<file path="src/rtl/io_input_port_if.sv">
// io_input_port_if
//   CPU-side register bus for io_input_port.
//   cs    : chip select from the I/O address decoder
//   addr  : register word index (CPU address bits [3:2])
//   rd    : read strobe, qualified by cs
//   we    : write strobe, qualified by cs
//   wdata : CPU store data
//   rdata : registered read data (returned by the peripheral)
`timescale 1ps/1ps
interface io_input_port_if;
    logic        cs;
    logic [1:0]  addr;
    logic        rd;
    logic        we;
    logic [31:0] wdata;
    logic [31:0] rdata;

    modport master (output cs, output addr, output rd, output we, output wdata, input rdata);
    modport slave  (input cs, input addr, input rd, input we, input wdata, output rdata);
endinterface

</file>
<file path="src/rtl/io_input_port.sv">
// io_input_port
//   Memory-mapped input peripheral: synchronizes the board switches,
//   synchronizes and debounces the active-low push keys, and records key
//   presses as sticky flags plus an 8-bit press counter.
//
//   Ports:
//     clock     : system clock, all state on the rising edge
//     resetn    : asynchronous active-low reset
//     sw[9:0]   : raw switch levels (asynchronous)
//     key[3:1]  : raw push keys, active-low (asynchronous)
//     bus       : CPU register bus (io_input_port_if.slave)
//     key_event : one-cycle pulse on any accepted key press
//     irq       : level interrupt, only when IO_IRQ_EN is defined
//
//   Register map (bus.addr):
//     0 SW     : {22'b0, sw_sync}                      (read only)
//     1 KEYLVL : {29'b0, ~stable}, 1 = key held        (read only)
//     2 FLAGS  : {29'b0, flags}, write-1-to-clear
//     3 COUNT  : {24'b0, press_cnt}, write loads the counter
//               with IO_IRQ_EN: {21'b0, mask, press_cnt}, write loads both
//
//   Optional macro: IO_IRQ_EN adds the irq output and a 3-bit mask register.
`timescale 1ps/1ps
module io_input_port #(
    parameter int DEBOUNCE_CYCLES = 4,
    parameter int CNT_W           = 16
) (
    input  logic                  clock,
    input  logic                  resetn,
    input  logic [9:0]            sw,
    input  logic [3:1]            key,
    io_input_port_if.slave        bus,
`ifdef IO_IRQ_EN
    output logic                  irq,
`endif
    output logic                  key_event
);

    localparam logic [CNT_W-1:0] CNT_LIMIT = CNT_W'(DEBOUNCE_CYCLES - 1);

    // Two-flop synchronizers. Key flops idle at 1 (released).
    logic [9:0] sw_meta_q, sw_sync_q;
    logic [2:0] key_meta_q, key_sync_q;

    always_ff @(posedge clock or negedge resetn) begin
        if (!resetn) begin
            sw_meta_q  <= '0;
            sw_sync_q  <= '0;
            key_meta_q <= 3'b111;
            key_sync_q <= 3'b111;
        end else begin
            sw_meta_q  <= sw;
            sw_sync_q  <= sw_meta_q;
            key_meta_q <= key;
            key_sync_q <= key_meta_q;
        end
    end

    // Per-key debounce. Bit 0 of the vectors below corresponds to key[1].
    logic [2:0] stable_vec;
    logic [2:0] press_vec;

    for (genvar gi = 0; gi < 3; gi++) begin : g_debounce
        logic [CNT_W-1:0] cnt_q, cnt_d;
        logic             stable_q, stable_d;

        always_comb begin
            cnt_d    = cnt_q;
            stable_d = stable_q;
            if (key_sync_q[gi] == stable_q) begin
                cnt_d = '0;
            end else if (cnt_q == CNT_LIMIT) begin
                // Enough consecutive differing cycles: accept the new level.
                stable_d = key_sync_q[gi];
                cnt_d    = '0;
            end else begin
                cnt_d = cnt_q + 1'b1;
            end
        end

        always_ff @(posedge clock or negedge resetn) begin
            if (!resetn) begin
                cnt_q    <= '0;
                stable_q <= 1'b1;
            end else begin
                cnt_q    <= cnt_d;
                stable_q <= stable_d;
            end
        end

        assign stable_vec[gi] = stable_q;
        // Press = accepted 1->0 transition; releases are ignored here.
        assign press_vec[gi]  = stable_q & ~stable_d;
    end

    // Register file and bus.
    logic [2:0]  flags_q, flags_d;
    logic [7:0]  press_cnt_q, press_cnt_d;
    logic [31:0] rdata_q, rdata_d, rd_mux;
    logic        key_event_q;
    logic        wr_en, rd_en, any_press;
`ifdef IO_IRQ_EN
    logic [2:0]  mask_q, mask_d;
    logic        irq_q;
`endif

    assign wr_en     = bus.cs & bus.we;
    assign rd_en     = bus.cs & bus.rd;
    assign any_press = |press_vec;

    always_comb begin
        // W1C first, then OR in new presses so a same-cycle set wins.
        flags_d = flags_q;
        if (wr_en && bus.addr == 2'd2) begin
            flags_d = flags_d & ~bus.wdata[2:0];
        end
        flags_d = flags_d | press_vec;

        // A COUNT write takes priority over a same-cycle press.
        press_cnt_d = press_cnt_q;
        if (wr_en && bus.addr == 2'd3) begin
            press_cnt_d = bus.wdata[7:0];
        end else if (any_press) begin
            press_cnt_d = press_cnt_q + 8'd1;
        end

`ifdef IO_IRQ_EN
        mask_d = mask_q;
        if (wr_en && bus.addr == 2'd3) begin
            mask_d = bus.wdata[10:8];
        end
`endif

        // Read mux uses current (pre-write) state.
        rd_mux = '0;
        case (bus.addr)
            2'd0: rd_mux = {22'b0, sw_sync_q};
            2'd1: rd_mux = {29'b0, ~stable_vec};
            2'd2: rd_mux = {29'b0, flags_q};
`ifdef IO_IRQ_EN
            2'd3: rd_mux = {21'b0, mask_q, press_cnt_q};
`else
            2'd3: rd_mux = {24'b0, press_cnt_q};
`endif
            default: rd_mux = '0;
        endcase

        rdata_d = rd_en ? rd_mux : rdata_q;
    end

    always_ff @(posedge clock or negedge resetn) begin
        if (!resetn) begin
            flags_q     <= '0;
            press_cnt_q <= '0;
            rdata_q     <= '0;
            key_event_q <= 1'b0;
`ifdef IO_IRQ_EN
            mask_q      <= '0;
            irq_q       <= 1'b0;
`endif
        end else begin
            flags_q     <= flags_d;
            press_cnt_q <= press_cnt_d;
            rdata_q     <= rdata_d;
            key_event_q <= any_press;
`ifdef IO_IRQ_EN
            mask_q      <= mask_d;
            // Registered from the flag register: trails a flag change by one cycle.
            irq_q       <= |(flags_q & mask_q);
`endif
        end
    end

    assign bus.rdata = rdata_q;
    assign key_event = key_event_q;
`ifdef IO_IRQ_EN
    assign irq       = irq_q;
`endif

endmodule

</file>
<file path="src/flat_wrapper.sv">
// flat-port wrapper written by rule: the top's interface ports become plain ports
module io_input_port_flat 
#(
    parameter int DEBOUNCE_CYCLES = 4,
    parameter int CNT_W           = 16
)
  (clock, resetn, sw, key, key_event, bus_cs, bus_addr, bus_rd, bus_we, bus_wdata, bus_rdata);
  io_input_port_if bus_i ();
  input  logic clock;
  input  logic resetn;
  input  logic [9:0] sw;
  input  logic [3:1] key;
  output logic key_event;
  input wire logic [$bits(bus_i.cs)-1:0] bus_cs;
  input wire logic [$bits(bus_i.addr)-1:0] bus_addr;
  input wire logic [$bits(bus_i.rd)-1:0] bus_rd;
  input wire logic [$bits(bus_i.we)-1:0] bus_we;
  input wire logic [$bits(bus_i.wdata)-1:0] bus_wdata;
  output wire logic [$bits(bus_i.rdata)-1:0] bus_rdata;
  assign bus_i.cs = bus_cs;
  assign bus_i.addr = bus_addr;
  assign bus_i.rd = bus_rd;
  assign bus_i.we = bus_we;
  assign bus_i.wdata = bus_wdata;
  assign bus_rdata = bus_i.rdata;
  io_input_port #(.DEBOUNCE_CYCLES(DEBOUNCE_CYCLES), .CNT_W(CNT_W)) u_core (.clock(clock), .resetn(resetn), .sw(sw), .key(key), .bus(bus_i), .key_event(key_event));
endmodule
</file>
<file path="config.mk">
export PLATFORM = sky130hd
export DESIGN_NAME = io_input_port_flat
export DESIGN_NICKNAME = d
export VERILOG_FILES = /design/src/rtl/io_input_port_if.sv /design/src/rtl/io_input_port.sv /design/src/flat_wrapper.sv
export SDC_FILE = /design/constraint.sdc
export NUM_CORES = 1
export LEC_CHECK = 0
export BUFFER_PORTS_ARGS = -buffer_cell sky130_fd_sc_hd__buf_2
export CORE_ASPECT_RATIO = 0.8
export CORE_UTILIZATION = 40
export CTS_CLUSTER_SIZE = 40
export DETAILED_ROUTE_END_ITERATION = 8
export PLACE_DENSITY = 0.68
export SETUP_SLACK_MARGIN = 0.3
export SLEW_MARGIN = 20
export SYNTH_ARGS = -nofsm -noshare
export SYNTH_HDL_FRONTEND = slang
export SYNTH_SLANG_ARGS = --single-unit
</file>
<file path="constraint.sdc">
create_clock -name clock -period 4.8 [get_ports clock]
set_clock_uncertainty 0.15 [all_clocks]
set_input_delay 0.48 -clock clock [delete_from_list [all_inputs] [get_ports clock]]
set_output_delay 0.48 -clock clock [all_outputs]
set_load 0.03 [all_outputs]
</file>
# Word-level counts from Yosys, hierarchy flattened
# Cells that the tools add are included.
# classes
addsub,4
n_eq_ne,9
muxes,16
bitwise,12
n_reduce_logical,5
# op_table
cell,count
case mux 32 bit (4 select lines),1
2-to-1 mux 16 bit,6
"adder 16 x 1 -> 16 bit, second input constant",3
"equality test 16 x 2 -> 1 bit, second input constant",3
2-to-1 mux 8 bit,2
"adder 8 x 1 -> 8 bit, second input constant",1
2-to-1 mux 1 bit,6
inverter 3 bit,2
AND 1 bit,5
"equality test 2 bit, second input constant",2
AND 3 bit,1
equality test 1 bit,3
2-to-1 mux 3 bit,1
inverter 1 bit,3
OR 3 bit,1
OR reduction 3 bit,1
"equality test 2 x 1 -> 1 bit, second input constant",1
logical AND 1 bit,2
logical NOT 2 bit,1
nonzero test 2 bit,1
# totals
ff_bits,121
in_bits,52
out_inout_bits,33
word_cells,60

# Longest topological paths before layout
# Gate-level depths: netlist of the first run.
# depth
ltp_word,8
ltp_mapped,9
ltp_nobuf,7

# Worst setup path after synthesis of the first run
# OpenSTA, ideal clock, no wires.
# synth_path
path_kind,register -> register
start,reg u_core.g_debounce[2].cnt_q[0]
end,reg u_core.press_cnt_q[2]
setup_time_ps,67
arrival_time_ps,2004
path_slack_ps,2579
path_stages_with_launch,10
path_buffers,2
synth_period_minus_slack_ps,2221
path_cell_list,dfrtp_1 -> ha_1 -> buf_2 -> nor3b_2 -> nand4_2 -> or3_4 -> and3_4 -> buf_6 -> nor4b_2 -> a311o_1
# synth_between
elab_chain_cells,7
# synth_lines
item,line,text
from (decl),io_input_port.sv:64,"logic [CNT_W-1:0] cnt_q, cnt_d;"
from (signal assigned),io_input_port.sv:86,cnt_q <= cnt_d;
equality test 16 x 2 -> 1 bit,io_input_port.sv:72,end else if (cnt_q == CNT_LIMIT) begin
2-to-1 mux 1 bit,io_input_port.sv:72,
2-to-1 mux 1 bit,io_input_port.sv:70,if (key_sync_q[gi] == stable_q) begin
inverter 1 bit,io_input_port.sv:93,assign press_vec[gi] = stable_q & ~stable_d;
AND 1 bit,io_input_port.sv:93,
OR reduction 3 bit,io_input_port.sv:109,assign any_press = |press_vec;
nonzero test 2 bit (no line),-,
to (signal assigned),io_input_port.sv:163,press_cnt_q <= press_cnt_d;
to (decl),io_input_port.sv:98,"logic [7:0] press_cnt_q, press_cnt_d;"
# No other way between the ends.
# A chain may end at the register's enable or synchronous reset.

# Worst setup path after layout of the first run
# Same ends and word-level chain as after synthesis.

==> results of run 1 <==
## report_power, final
| group | internal, mW | switching, mW |
|---|---|---|
| registers | 0.953 | 0.0954 |
| clock network | 0.423 | 0.317 |
| logic | 0.163 | 0.281 |
## per-layer routing
layer,up-vias,track usage (%)
li1,1418,-
met1,1420,19.21
met2,65,24.14
met3,13,4.343
met4,0,5.625
met5,-,0
## area by class of cell
| class | instances | area, um^2 |
|---|---|---|
| clock inverters | 6 | 68.82 |
| multi-input cells | 288 | 1805 |
| clock buffers | 10 | 239.0 |
| inverters | 7 | 26.28 |
| well taps | 144 | 180.2 |
| flip-flops and latches | 99 | 2489 |
| repair buffers | 39 | 200.2 |
| fillers | 995 | 5839 |
## path summary, 6_finish.rpt
kind,from,end,slack (ns),cells after the start
max,u_core.g_debounce[2].cnt_q[0],u_core.press_cnt_q[2],2.43,7
min,resetn,u_core.g_debounce[2].cnt_q[6],0.02,1
max reg2reg,u_core.g_debounce[2].cnt_q[0],u_core.press_cnt_q[2],2.43,7
min reg2reg,u_core.sw_meta_q[3],u_core.sw_sync_q[3],0.20,0
max in group asynchronous,resetn,u_core.g_debounce[1].stable_q,3.45,2
min in group clock,key[3],u_core.key_meta_q[2],0.08,1
## synthesized netlist by cell type, types with 4 or more instances
library cell / number
nand3_1: 26
nand2_1: 39
clkbuf_1: 7
mux2_2: 6
xnor2_1: 16
nor2_1: 63
a22oi_1: 5
and3_1: 9
xor2_1: 32
ha_1: 4
o21ai_0: 6
dfrtp_1: 90
nor4_2: 4
dfstp_2: 9
nor3_1: 7
inv_1: 7
a21oi_1: 4
nand4_1: 12
buf_4: 23
## registers in the layout (all words and copies together) (netlist names)
| name | cells |
|---|---|
| u_core.bus.rdata | 10 |
| u_core.flags_q | 3 |
| u_core.g_debounce.cnt_q | 48 |
| u_core.g_debounce.stable_q | 3 |
| u_core.key_event | 1 |
| u_core.key_meta_q | 3 |
| u_core.key_sync_q | 3 |
| u_core.press_cnt_q | 8 |
| u_core.sw_meta_q | 10 |
| u_core.sw_sync_q | 10 |
## worst max-delay path, stage by stage, from the launching register on
cell	delay (ns)
dfrtp_1	0.39
ha_1	0.36
nor3b_2	0.25
nand4_2	0.16
or3_4	0.40
and3_4	0.23
nor4b_2	0.24
a311o_1	0.13
## cell families after synthesis
kind of cell | synth area share [%]
muxes | 3.032
adders and majority gates | 1.123
and+or+nand+nor | 20.86
buffers and inverters | 5.418
xor gates and xnor gates | 9.433
AOI/OAI and AO/OA | 4.211
DFF | 55.84
other | 0.08414
## through the flow
stage | total power [mW] | instance area (um^2) | hold WS [ns] | instances
detailed placement | 1.511 | 4701 | 0.1847 | 577
global route | 2.348 | 5009 | 0.07068 | 593
CTS | 2.255 | 5009 | 0.04719 | 593
floorplan | 1.394 | 4536 | 0.03441 | 426
global placement | 1.488 | 4701 | 0.1831 | 577
finish | 2.232 | 5009 | 0.01787 | 593
==> reports/qor.yml, run 1 <==
relSlewSlack_pct: 48.81
antenna_found_initial: 0
dieArea_mm2: 0.01157
dr.max_layer_used: "met4"
fin_crit_sh_pct: 49.36
pin_count: 85
place.port_buffers: 38
netlist_area_mm2: 0.004457
grt_max_degree: 58
avgSynthCellArea_um2: 11.00
critPathRequiredTime_ns: 4.94
worst_pin_slew_ns: 0.7656
synth_area_leaders: "dfrtp_1 51%, xor2_1 6.3%, dfstp_2 5.3%"
synth_cell_type_count: 42
ctsResizeCount: 0
cts_tree: "yes"
drt_iter0_drc: 124
dp_slack_ns: 2.434
synth_edf_count: 0
fin_util_pct: 46.17
cp-start-kind: "register"
maxCapViolCount: 0
wl_met2_mm: 3.626
synth.largest_area_cell: "dfrtp_1"
timing.fmax_mhz: 422.1
final_cell_mix: "90 x dfrtp_1, 63 x nor2_1, 39 x nand2_1"
pwr_density_cell_mw_per_mm2: 445.7
clock_latency_ns: 0.34
cts_setup_buffers: 0
synthCells: 405
cts_buffers: 9
critical_path.endpoint_type: "register"
maxSlewViolCount: 0
drcViolationCount: 0
hold_viol_final: 0
synthFlopType: "dfrtp_1"
grt_pass1_vias: 2870
htreeDepth: 3
num_antenna_cells: 0
peakVddDrop_mv: 0.2462
critPathKind: "register to register"
drt.antenna.violating_nets: 0
track_usage_pct: 14.94
overflow: 0
final_common_cell: "dfrtp_1"
initial_utilization_pct: 41.08
hold_buffers: 0
core_mm2: 0.01085
root_buffer: "clkbuf_16"
finalNetCount: 500
finalCriticalPeriod_ns: 2.369
routabilityCongestion: 0.7750
setup_slack_ns: 2.431
numClockSinks: 99
drive_above_1_share_pct: 19.82
rows: 34
synth_seq_cells: 99
die_h_um: 96.41
first_pass_iters: 4
synth-warning-count: 0
status: "finished, final reports clean"
hpwl_mm: 5.465
cp_max_fo: 8
grt_pass1_wl_mm: 13.31
fp.dieW_um: 120.0
drt-met1-wl_mm: 3.735
min_path_type: "primary input to async pin"
seq_area_frac_synth_pct: 55.84
fin_setup_tns_ns: 0
via_per_inst: 4.917
rsz0062_at_grt: "no"
synth.top_cell.area_share_pct: 50.53
async_flop_share_pct: 100.0
clock_path_buffers: 2
p_leak_nw: 2.257
routed_wl_mm: 7.849
vias: 2916
synthToLayoutAreaGrowth_pct: 12.38
finalSetupViolations: 0
wl_met3_um: 350
path_clk_slew_ns: 0.07
routedWlPerCell_um: 13.24
critPathArrivalTime_ns: 2.50
Power figures use the tool's default switching activity.
==> run 2, diff against run 1 <==
- PLACE_DENSITY: 0.68 -> 0.7
- clock period: 4.8 -> 2.1 ns (I/O delays scaled with it)
==> run 2 against run 1 <==
The run now ends with negative setup slack left. Highest routed layer unchanged. Combinational power rose to 3.0 times the previous value. Register-to-register slack worse by 2.5 ns. Largest cell class unchanged. Design area grew 17%. Flip-flop and latch count is the same. Setup slack got worse by 2.5 ns. Clock power grew 120%. Die area is the same. Maximum frequency grew 11%.
==> reports/qor.yml, run 2 (synthesized netlist as in run 1, its figures left out) <==
pwr_density_cell_mw_per_mm2: 918.9
total_power_mw: 5.375
p_int_mw: 3.713
fill_cells: 925
violations: "negative setup slack"
critPathRequiredTime_ns: 2.18
p_switching_mw: 1.662
finalSetupViolations: 1
overflow: 0
critPathKind: "register to register"
routed_wl_mm: 9.363
rsz0062_at_grt: "yes"
cts_tree: "yes"
drt.antenna.violating_nets: 0
fp.dieW_um: 120.0
fin_crit_sh_pct: 101.3
crit_slowest_cell: "or3_4"
top_register: "u_core.g_debounce.cnt_q"
drive_above_1_share_pct: 32.77
track_usage_pct: 16.43
critPathMaxStageDelay_ns: 0.41
dp_slack_ns: -0.1090
pin_count: 85
finalCriticalPeriod_ns: 2.128
dieArea_mm2: 0.01157
whs_ns: 0.02486
regArea_mm2: 0.002489
htreeDepth: 3
largest_reg_flops: 48
clock_path_buffers: 2
clock_latency_ns: 0.34
maxSlewViolCount: 0
clock_power_share_pct: 30.8
dp.cells: 620
path_clk_slew_ns: 0.07
cp_max_fo: 5
min_path_type: "primary input to register"
maxCapViolCount: 0
antenna_found_initial: 0
routabilityCongestion: 0.8053
num_antenna_cells: 0
worst_pin_slew_ns: 0.5483
drcViolationCount: 0
fin_util_pct: 53.92
rows: 34
timing.fmax_mhz: 469.9
vias: 3260
multiInputGateArea_mm2: 0.001957
critical_path.endpoint_type: "register"
place.port_buffers: 38
peakVddDrop_mv: 0.8050
grt_pass1_vias: 3113
switching_share_pct: 30.92
hold_viol_final: 0
cts_buffers: 9
numClockSinks: 99
first_pass_iters: 4
grt_pass1_wl_mm: 14.68
comb_power_share_pct: 24.8
hpwl_mm: 5.960
initial_utilization_pct: 41.08
finalNetCount: 582
root_buffer: "clkbuf_16"
die_h_um: 96.41
status: "finished, violations left"
synthToLayoutAreaGrowth_pct: 31.25
relSlewSlack_pct: 63.45
setup_slack_ns: -0.02791
critPathArrivalTime_ns: 2.21
final_common_cell: "dfrtp_1"
crit_family: "simple AND/OR/NAND/NOR gates"
drt_iter0_drc: 151
final_cell_mix: "90 x dfrtp_1, 61 x nor2_1, 57 x buf_4"
p_leak_nw: 2.682
p_seq_share_pct: 44.4
routedWlPerCell_um: 13.87
final_cells: 675
core_mm2: 0.01085
worst-path-buf-inv: 0
cp-start-kind: "register"
grt_max_degree: 42
cp_cell_sequence: "nor4_2 -> nand4_2 -> or3_4 -> and3_4 -> a311o_1"
via_per_inst: 4.830
run 2: changes by cell type in the layout (fill, tap and decap cells not counted), sizes merged:
cell	delta
buf	+62
dlygate4sd3	+20
inv	-3
clkbuf	+2
clkinvlp	+1
run 2: per-layer routing:
layer,track usage (%),wire (um)
met5,0,0
met4,5.625,55
met3,4.519,428
met2,26.44,4598
met1,21.53,4281
run 2: path summary, 6_finish.rpt:
path                                                    start                            end  slack (ns)  depth (start not counted)
worst max-delay path            u_core.g_debounce[2].cnt_q[5]          u_core.press_cnt_q[2]       -0.03                          5
worst min-delay path                             bus_wdata[2]              u_core.flags_q[2]        0.02                          4
worst max register to register  u_core.g_debounce[2].cnt_q[5]          u_core.press_cnt_q[2]       -0.03                          5
worst min register to register            u_core.sw_meta_q[5]            u_core.sw_sync_q[5]        0.20                          0
max in group asynchronous                              resetn            u_core.sw_sync_q[3]        0.89                          3
min in group asynchronous                              resetn  u_core.g_debounce[1].cnt_q[2]        0.25                          2
run 2: metrics by stage:
| stage | area (um^2) | TNS [ns] |
|---|---|---|
| after floorplan | 4553 | -0.1044 |
| after global placement | 5047 | -0.1416 |
| after detailed placement | 5047 | -0.4348 |
| after CTS | 5664 | -0.1131 |
| after global routing | 5849 | -0.2882 |
| final | 5849 | -0.02791 |
run 2: timing repair:
item                       CTS  global route
setup endpoints to repair   16            29
buffers inserted             7            12
pin swaps                   18            18
gates resized for setup     15            20
hold endpoints to repair    52             0
hold buffers                20             0
run 2: power groups by stage:
| stage | Sequential, mW | Clock, mW | Combinational [mW] |
|---|---|---|---|
| 4_1_cts | 2.38 | 1.69 | 1.28 |
| 5_1_grt | 2.42 | 1.77 | 1.48 |
| 2_1_floorplan | 2.47 | 0 | 0.720 |
| 3_5_place_dp | 2.41 | 0 | 1.20 |
| 3_3_place_gp | 2.40 | 0 | 1.16 |
| 6_report | 2.39 | 1.65 | 1.33 |
run 2: area by class of cell:
| type | instances | share of cell area [%] |
|---|---|---|
| sequential | 99 | 42.55 |
| tap | 144 | 3.080 |
| multi-input combinational | 288 | 33.45 |
| inverter | 7 | 0.4492 |
| clock buffer | 12 | 4.214 |
| timing repair buffer | 121 | 15.40 |
| clock inverter | 4 | 0.8556 |
run 2: tightest hold or removal path, delay by kind of cell:
kind	cells	cell delay, ns
AND/OR/NAND/NOR	3	0.17
buffers and inverters	1	0.10
